$ cat src/rtl/effects_output_buffer.sv
// Elastic FIFO between the effects chain and the AC97 slot serializer.
// Primes to a fill threshold, then pops one sample per slot request.
module effects_output_buffer #(
  parameter int WIDTH     = 12,
  parameter int OUT_WIDTH = 20,
  parameter int LOG_DEPTH = 4,
  parameter int PREFILL   = 8
) (
  input  logic                 clock,
  input  logic                 reset,
  input  logic                 sample_ready,
  input  logic [WIDTH-1:0]     sample_in,
  input  logic                 ac97_ready,
  input  logic                 clear_flags,
  output logic [OUT_WIDTH-1:0] to_ac97_data,
  output logic [LOG_DEPTH:0]   level,
  output logic                 running,
  output logic                 underrun,
  output logic                 overflow
);

  localparam int DEPTH = 1 << LOG_DEPTH;
  localparam logic [LOG_DEPTH:0] DEPTH_L   = (LOG_DEPTH+1)'(DEPTH);
  localparam logic [LOG_DEPTH:0] PREFILL_L = (LOG_DEPTH+1)'(PREFILL);

  // Handshake: sample_ready and ac97_ready are single-cycle strobes with no
  // back-pressure; a strobe that cannot be served is counted as overflow
  // (write side) or underrun (read side, only while running).
  typedef enum logic {PRIME = 1'b0, RUN = 1'b1} state_t;

  state_t                 state;
  logic [WIDTH-1:0]       mem [DEPTH];
  logic [LOG_DEPTH-1:0]   wr_ptr;
  logic [LOG_DEPTH-1:0]   rd_ptr;
  logic                   full;
  logic                   do_pop;
  logic                   do_write;
  logic                   drop;
  logic                   starve;

  assign full     = (level == DEPTH_L);
  assign do_pop   = (state == RUN) && ac97_ready && (level != '0);
  // A pop in the same cycle frees the slot the incoming sample needs.
  assign do_write = sample_ready && (!full || do_pop);
  assign drop     = sample_ready && full && !do_pop;
  assign starve   = (state == RUN) && ac97_ready && (level == '0);

  always_ff @(posedge clock) begin
    if (!reset && do_write) mem[wr_ptr] <= sample_in;
  end

  always_ff @(posedge clock) begin
    if (reset) begin
      state        <= PRIME;
      running      <= 1'b0;
      wr_ptr       <= '0;
      rd_ptr       <= '0;
      level        <= '0;
      to_ac97_data <= '0;
      underrun     <= 1'b0;
      overflow     <= 1'b0;
    end else begin
      if (do_write) wr_ptr <= wr_ptr + 1'b1;
      if (do_pop) begin
        rd_ptr       <= rd_ptr + 1'b1;
        to_ac97_data <= OUT_WIDTH'(mem[rd_ptr]) << (OUT_WIDTH - WIDTH);
      end
      level <= level + (LOG_DEPTH+1)'(do_write) - (LOG_DEPTH+1)'(do_pop);

      case (state)
        PRIME: if (level >= PREFILL_L) begin
          state   <= RUN;
          running <= 1'b1;
        end
        RUN: if (starve) begin
          state   <= PRIME;
          running <= 1'b0;
        end
        default: begin
          state   <= PRIME;
          running <= 1'b0;
        end
      endcase

      // Set events take priority over a simultaneous clear.
      if (drop)             overflow <= 1'b1;
      else if (clear_flags) overflow <= 1'b0;
      if (starve)           underrun <= 1'b1;
      else if (clear_flags) underrun <= 1'b0;
    end
  end

endmodule

$ cat config.mk
export PLATFORM = sky130hd
export DESIGN_NAME = effects_output_buffer
export DESIGN_NICKNAME = d
export VERILOG_FILES = /design/src/rtl/effects_output_buffer.sv
export SDC_FILE = /design/constraint.sdc
export NUM_CORES = 1
export LEC_CHECK = 0
export CAP_MARGIN = 20
export CORE_MARGIN = 2
export CORE_UTILIZATION = 45
export CTS_CLUSTER_DIAMETER = 150
export CTS_CLUSTER_SIZE = 14
export DETAILED_ROUTE_END_ITERATION = 10
export HOLD_SLACK_MARGIN = 0.1
export PLACE_DENSITY = 0.61
export SYNTH_ARGS = -nofsm -noshare
export SYNTH_HDL_FRONTEND = slang
export SYNTH_SLANG_ARGS = --single-unit
$ cat constraint.sdc
create_clock -name clock -period 6.1 [get_ports clock]
set_input_delay 0.61 -clock clock [delete_from_list [all_inputs] [get_ports clock]]
set_output_delay 0.61 -clock clock [all_outputs]
set_load 0.05 [all_outputs]
==> flow_metrics.py, run 1 <==
metrics = {
    "timing": {
        "final_max_slew_viol_count": 0,
        "hold_viol": 0,
        "tns_ns": 0,
        "whs_ns": 0.460,
        "max_freq_mhz": 345,
        "fin_crit_ns": 2.90,
        "finalCritPeriodShare": 0.475,
        "fin_ws_ns": 3.20,
        "relSlewSlack": 0.329,
        "finClkSkew_ns": 0.0112,
        "setup_violations": 0,
        "rsz0062_at_grt": "no",
        "tightest_slew_ns": 1.01,
    },
    "cells_and_area": {
        "drive_gt1_frac": 0.156,
        "final_common_cell": "edfxtp_1",
        "layout-area-overhead-vs-synth_pct": 11.9,
        "diodes": 0,
        "fin_nets": 520,
        "layout_common_cells": "edfxtp_1, clkdlybuf4s50_1, mux4_2, dfxtp_1, mux2i_1",
    },
    "yosys": {
        "synth_top_family_by_area": "multiplexers",
        "synth.area.mux_share": 0.156,
        "synth_cell_types": 44,
        "yosys_register_bits": 221,
        "synth-main-ff-cell": "edfxtp_1",
        "synthSimpleGateAreaFrac": 0.0447,
        "synth_edf_count": 192,
        "synth_xor_area_frac": 0.00783,
        "ys_seq_area_frac": 0.709,
        "synth_compound_area_frac": 0.0309,
        "async_reset_ff_frac": 0,
        "ys.warnings.count": 0,
        "synth_fa_ha_area_frac": 0.0204,
        "syn_inst": 449,
        "syn_area_um2": 8950,
        "avgSynthCellArea_um2": 19.9,
    },
    "floorplan": {
        "io_pins": 45,
        "core_area_um2": 19500,
        "core.rowCount": 51,
        "die_height_um": 145,
        "die_x_um": 145,
        "dieArea_um2": 21000,
        "start_util": 0.460,
    },
    "cts": {
        "cts_buffers": 19,
        "cts_tree": "built",
        "clock_latency_ns": 0.49,
        "cts_buffer_depth": 3,
        "cts.sinks": 221,
        "clk_pin_slew_ns": 0.07,
        "cts_max_level": 1,
        "cts_root_buf": "clkbuf_16",
        "postCtsSetupRepairBufs": 0,
        "cts_resized": 0,
        "hold_buffers": 0,
    },
    "status": {
        "outcome": "complete, no violations",
    },
    "drt": {
        "drt_first_pass_iters": 4,
        "vias": 4227,
        "routed_wl_um": 17800,
        "viasPerCell": 5.52,
        "detail-route-antenna-nets": 0,
        "drcViolationCount": 0,
        "avgRoutedWirePerCell_um": 23.2,
        "drtIter0Drc": 404,
    },
    "global_route": {
        "grt_usage": 0.171,
        "overflow": 0,
        "grt_antenna_before_repair": 0,
        "grt_max_degree": 52,
        "grt_pass1_wl_um": 26600,
        "grt_pass1_vias": 4347,
    },
    "power": {
        "p_leak_nw": 3.21,
        "p_per_area_nw_per_um2": 341,
        "ir_drop_mv": 0.190,
    },
    "place": {
        "dp_slack_ns": 2.89,
        "dp_hpwl_um": 10000,
        "port_buffers": 36,
        "gp_congestion": 0.727,
    },
    "critical_path": {
        "crit_arrival_ns": 3.26,
        "path_max_fanout": 17,
        "start_kind": "flop",
        "crit_type": "flop to flop",
        "cp-end-kind": "flop",
        "required_ns": 6.47,
    },
    "run": {
        "maxCapViolations": 0,
    },
    "worst_hold_path": {
        "hp-class": "flop to flop",
    },
}
metal layers:
metal  wire (µm)  track usage  part of all wire
met5           0            0                 0
met2        8790        0.280              0.49
met1        7850        0.239              0.44
met3         788       0.0236             0.044
met4         352       0.0574             0.020
final timing paths:
kind	startpoint	end	slack, ns	depth (start not counted)
max	level[2]	level[4]	3.20	13
min	underrun	underrun	0.46	2
max reg2reg	level[2]	level[4]	3.20	13
min reg2reg	underrun	underrun	0.46	2
registers in the layout (all words and copies together), names as in the netlist:
register,count
state,1
mem,192
rd_ptr,4
underrun,1
overflow,1
to_ac97_data,12
level,5
wr_ptr,4
running,1
worst max-delay path, stage by stage, from the launching register on:
cell	delay, ns
dfxtp_1	0.32
inv_1	0.10
ha_1	0.20
or4b_4	0.49
nand2_4	0.24
inv_4	0.08
ha_1	0.28
inv_1	0.04
ha_1	0.19
fa_1	0.41
a21oi_1	0.15
o21bai_1	0.09
xor2_1	0.14
nor2_1	0.05
layout make-up:
class / instances / area [µm²]
fillers: 1589 / 9450
flip-flops and latches: 221 / 6350
multi-input cells: 194 / 2350
clock buffers: 32 / 524
repair buffers: 42 / 405
well taps: 265 / 332
inverters: 11 / 43.8
clock inverters: 1 / 5.00
stage by stage:
step | std cells | utilization | cell area [µm²] | total power, mW
finish | 766 | 0.515 | 10000 | 3.41
global route | 766 | 0.515 | 10000 | 3.56
CTS | 766 | 0.515 | 10000 | 3.45
detailed placement | 733 | 0.487 | 9490 | 2.37
global placement | 733 | 0.487 | 9490 | 2.36
floorplan | 456 | - | 8970 | 2.21
synth_stat cells (7+ instances only):
cell type    n  share of area
nor2_1      11         0.0046
inv_1       10         0.0042
mux4_2      31          0.078
a21oi_1      7         0.0039
dfxtp_1     29          0.065
mux2i_1     25          0.028
mux4_1      17          0.050
ha_1        13          0.018
o221ai_2    11          0.018
and3_1      14         0.0098
buf_2        8         0.0045
edfxtp_1   192           0.64
nand3b_1    12          0.010
buf_4        8         0.0067
cells by family (layout without fill, tap and decap cells):
family          count (synthesis)  count (layout)
compound gates                 28              28
simple gates                   63              63
buf+inv                        41              86
fa+ha+maj                      14              14
mux                            73              73
flops                         221             221
xor+xnor                        8               8
other cells                     1               8
power breakdown:
part           switching [mW]  internal, mW  leakage [nW]  total, mW
clock                   0.497         0.584         0.253       1.08
sequential             0.0704          1.71          1.97       1.78
combinational           0.328         0.229         0.988      0.557
No activity file was read; power rests on OpenSTA's default activity.
==> run 2, diff against run 1 <==
- clock period: 6.1 -> 2.8 ns (I/O delays scaled with it)
==> run 2 against run 1 <==
  * Via count is essentially flat
  * Utilization rose by 0.58 points
  * Combinational power is 140% higher
  * Flip-flop and latch count unchanged
  * Clock-buffer cell count down 1
  * Sequential share of layout area fell by 0.65 points
  * Clock skew grew 0.0056 ns
  * Worst setup slack worse by 3.0 ns
  * Critical path type unchanged
  * Largest cell class unchanged
  * Largest power group unchanged
==> flow_metrics.py, run 2 (same netlist as run 1, synthesis figures left out) <==
metrics = {
    "status": {
        "outcome": "complete, no violations",
    },
    "cells_and_area": {
        "finalNonFillerCells": 773,
        "final_common_cell": "edfxtp_1",
        "design_area_um2": 10100,
        "fin_nets": 527,
        "drive_gt1_frac": 0.177,
        "layout_common_cells": "edfxtp_1, clkdlybuf4s50_1, mux4_2, mux2i_1, dfxtp_1",
        "diodes": 0,
        "final_core_utilization": 0.520,
        "layout-area-overhead-vs-synth_pct": 13.2,
        "top_register": "mem",
        "largest_reg_flops": 192,
        "reg.largest.list": "mem: 192 flops, to_ac97_data: 12 flops, level: 5 flops",
    },
    "power": {
        "ir_drop_mv": 0.521,
        "p_per_area_nw_per_um2": 741,
        "p_leak_nw": 3.26,
        "p_total_mw": 7.50,
    },
    "global_route": {
        "overflow": 0,
        "grtUsageMet2": 0.304,
        "grt_use_met3": 0.0333,
        "met1_usage": 0.223,
        "grt_antenna_before_repair": 0,
        "grt_usage": 0.173,
        "grt_pass1_vias": 4455,
        "grt_pass1_wl_um": 27300,
        "grt-busiest-layer": "met2",
        "grt_max_degree": 51,
    },
    "floorplan": {
        "dieArea_um2": 21000,
        "io_pins": 45,
        "start_util": 0.460,
        "die_height_um": 145,
        "core.rowCount": 51,
        "die_x_um": 145,
        "core_area_um2": 19500,
    },
    "critical_path": {
        "required_ns": 3.17,
        "crit_arrival_ns": 3.01,
        "ff2ff_setup_slack_ns": 0.17,
        "crit_type": "flop to flop",
        "path_max_fanout": 4,
        "cp-end-kind": "flop",
        "start_kind": "flop",
    },
    "drt": {
        "vias": 4223,
        "viasPerCell": 5.46,
        "drt_first_pass_iters": 4,
        "avgRoutedWirePerCell_um": 23.2,
        "detail-route-antenna-nets": 0,
        "drcViolationCount": 0,
        "drtIter0Drc": 221,
        "routed_wl_um": 17900,
    },
    "timing": {
        "max_freq_mhz": 380,
        "tightest_slew_ns": 0.931,
        "fin_crit_ns": 2.63,
        "relSlewSlack": 0.379,
        "whs_ns": 0.453,
        "final_max_slew_viol_count": 0,
        "tns_ns": 0,
        "rsz0062_at_grt": "no",
        "finalCritPeriodShare": 0.940,
        "finClkSkew_ns": 0.0168,
        "setup_violations": 0,
        "fin_ws_ns": 0.169,
        "hold_viol": 0,
    },
    "cts": {
        "clock_latency_ns": 0.49,
        "clk_pin_slew_ns": 0.06,
        "cts_buffer_depth": 3,
        "cts_tree": "built",
        "cts.sinks": 221,
        "cts_root_buf": "clkbuf_16",
        "postCtsSetupRepairBufs": 0,
        "cts_max_level": 1,
        "cts_buffers": 19,
    },
    "run": {
        "maxCapViolations": 0,
    },
    "place": {
        "port_buffers": 36,
        "place_inst": 740,
        "placed_cell_area_um2": 9580,
        "gp_congestion": 0.780,
        "dp_hpwl_um": 10800,
        "dp_slack_ns": 0.129,
    },
    "worst_hold_path": {
        "hp-class": "flop to flop",
    },
}
## run 2: cell types whose count changed in the layout (fill, tap and decap cells not counted), sizes merged
cell    before  now
inv         11   12
clkbuf      32   31
buf          6   13
## run 2: layout make-up
type                            instances  area, µm²
Fill cell                            1565       9330
Sequential cell                       221       6360
Multi-Input combinational cell        194       2370
Clock buffer                           31        520
Timing Repair Buffer                   49        495
Tap cell                              265        332
Inverter                               11       43.8
Clock inverter                          2       13.8
## run 2: power by group
group | switching (mW) | internal [mW] | total [mW]
clock network | 1.08 | 1.27 | 2.36
logic | 0.781 | 0.536 | 1.32
registers | 0.110 | 3.72 | 3.83
## run 2: critical path, stage by stage (launching register included)
cell	delay [ns]
dfxtp_4	0.35
inv_2	0.09
ha_4	0.14
or4b_4	0.48
nand2_4	0.09
inv_4	0.05
ha_1	0.26
inv_1	0.04
ha_1	0.19
fa_1	0.40
a21oi_1	0.14
o21bai_1	0.09
xor2_1	0.15
nor2_1	0.05
## run 2: path summary, 6_finish.rpt
path / startpoint / to / depth (start not counted)
max: level[2] / level[4] / 13
min: running / running / 2
max reg2reg: level[2] / level[4] / 13
min reg2reg: running / running / 2
## run 2: routing by layer
layer	vias to the layer above	routed length, µm	part of all wire
li1	1902	-	-
met2	100	9120	0.51
met5	-	0	0
met4	0	365	0.020
met3	25	838	0.047
met1	2196	7610	0.42
## run 2: repair_timing
action / 4_1_cts / 5_1_grt
endpoints found under the setup margin: 0 / 1
hold buffers: 0 / 0
resized for setup: 0 / 4
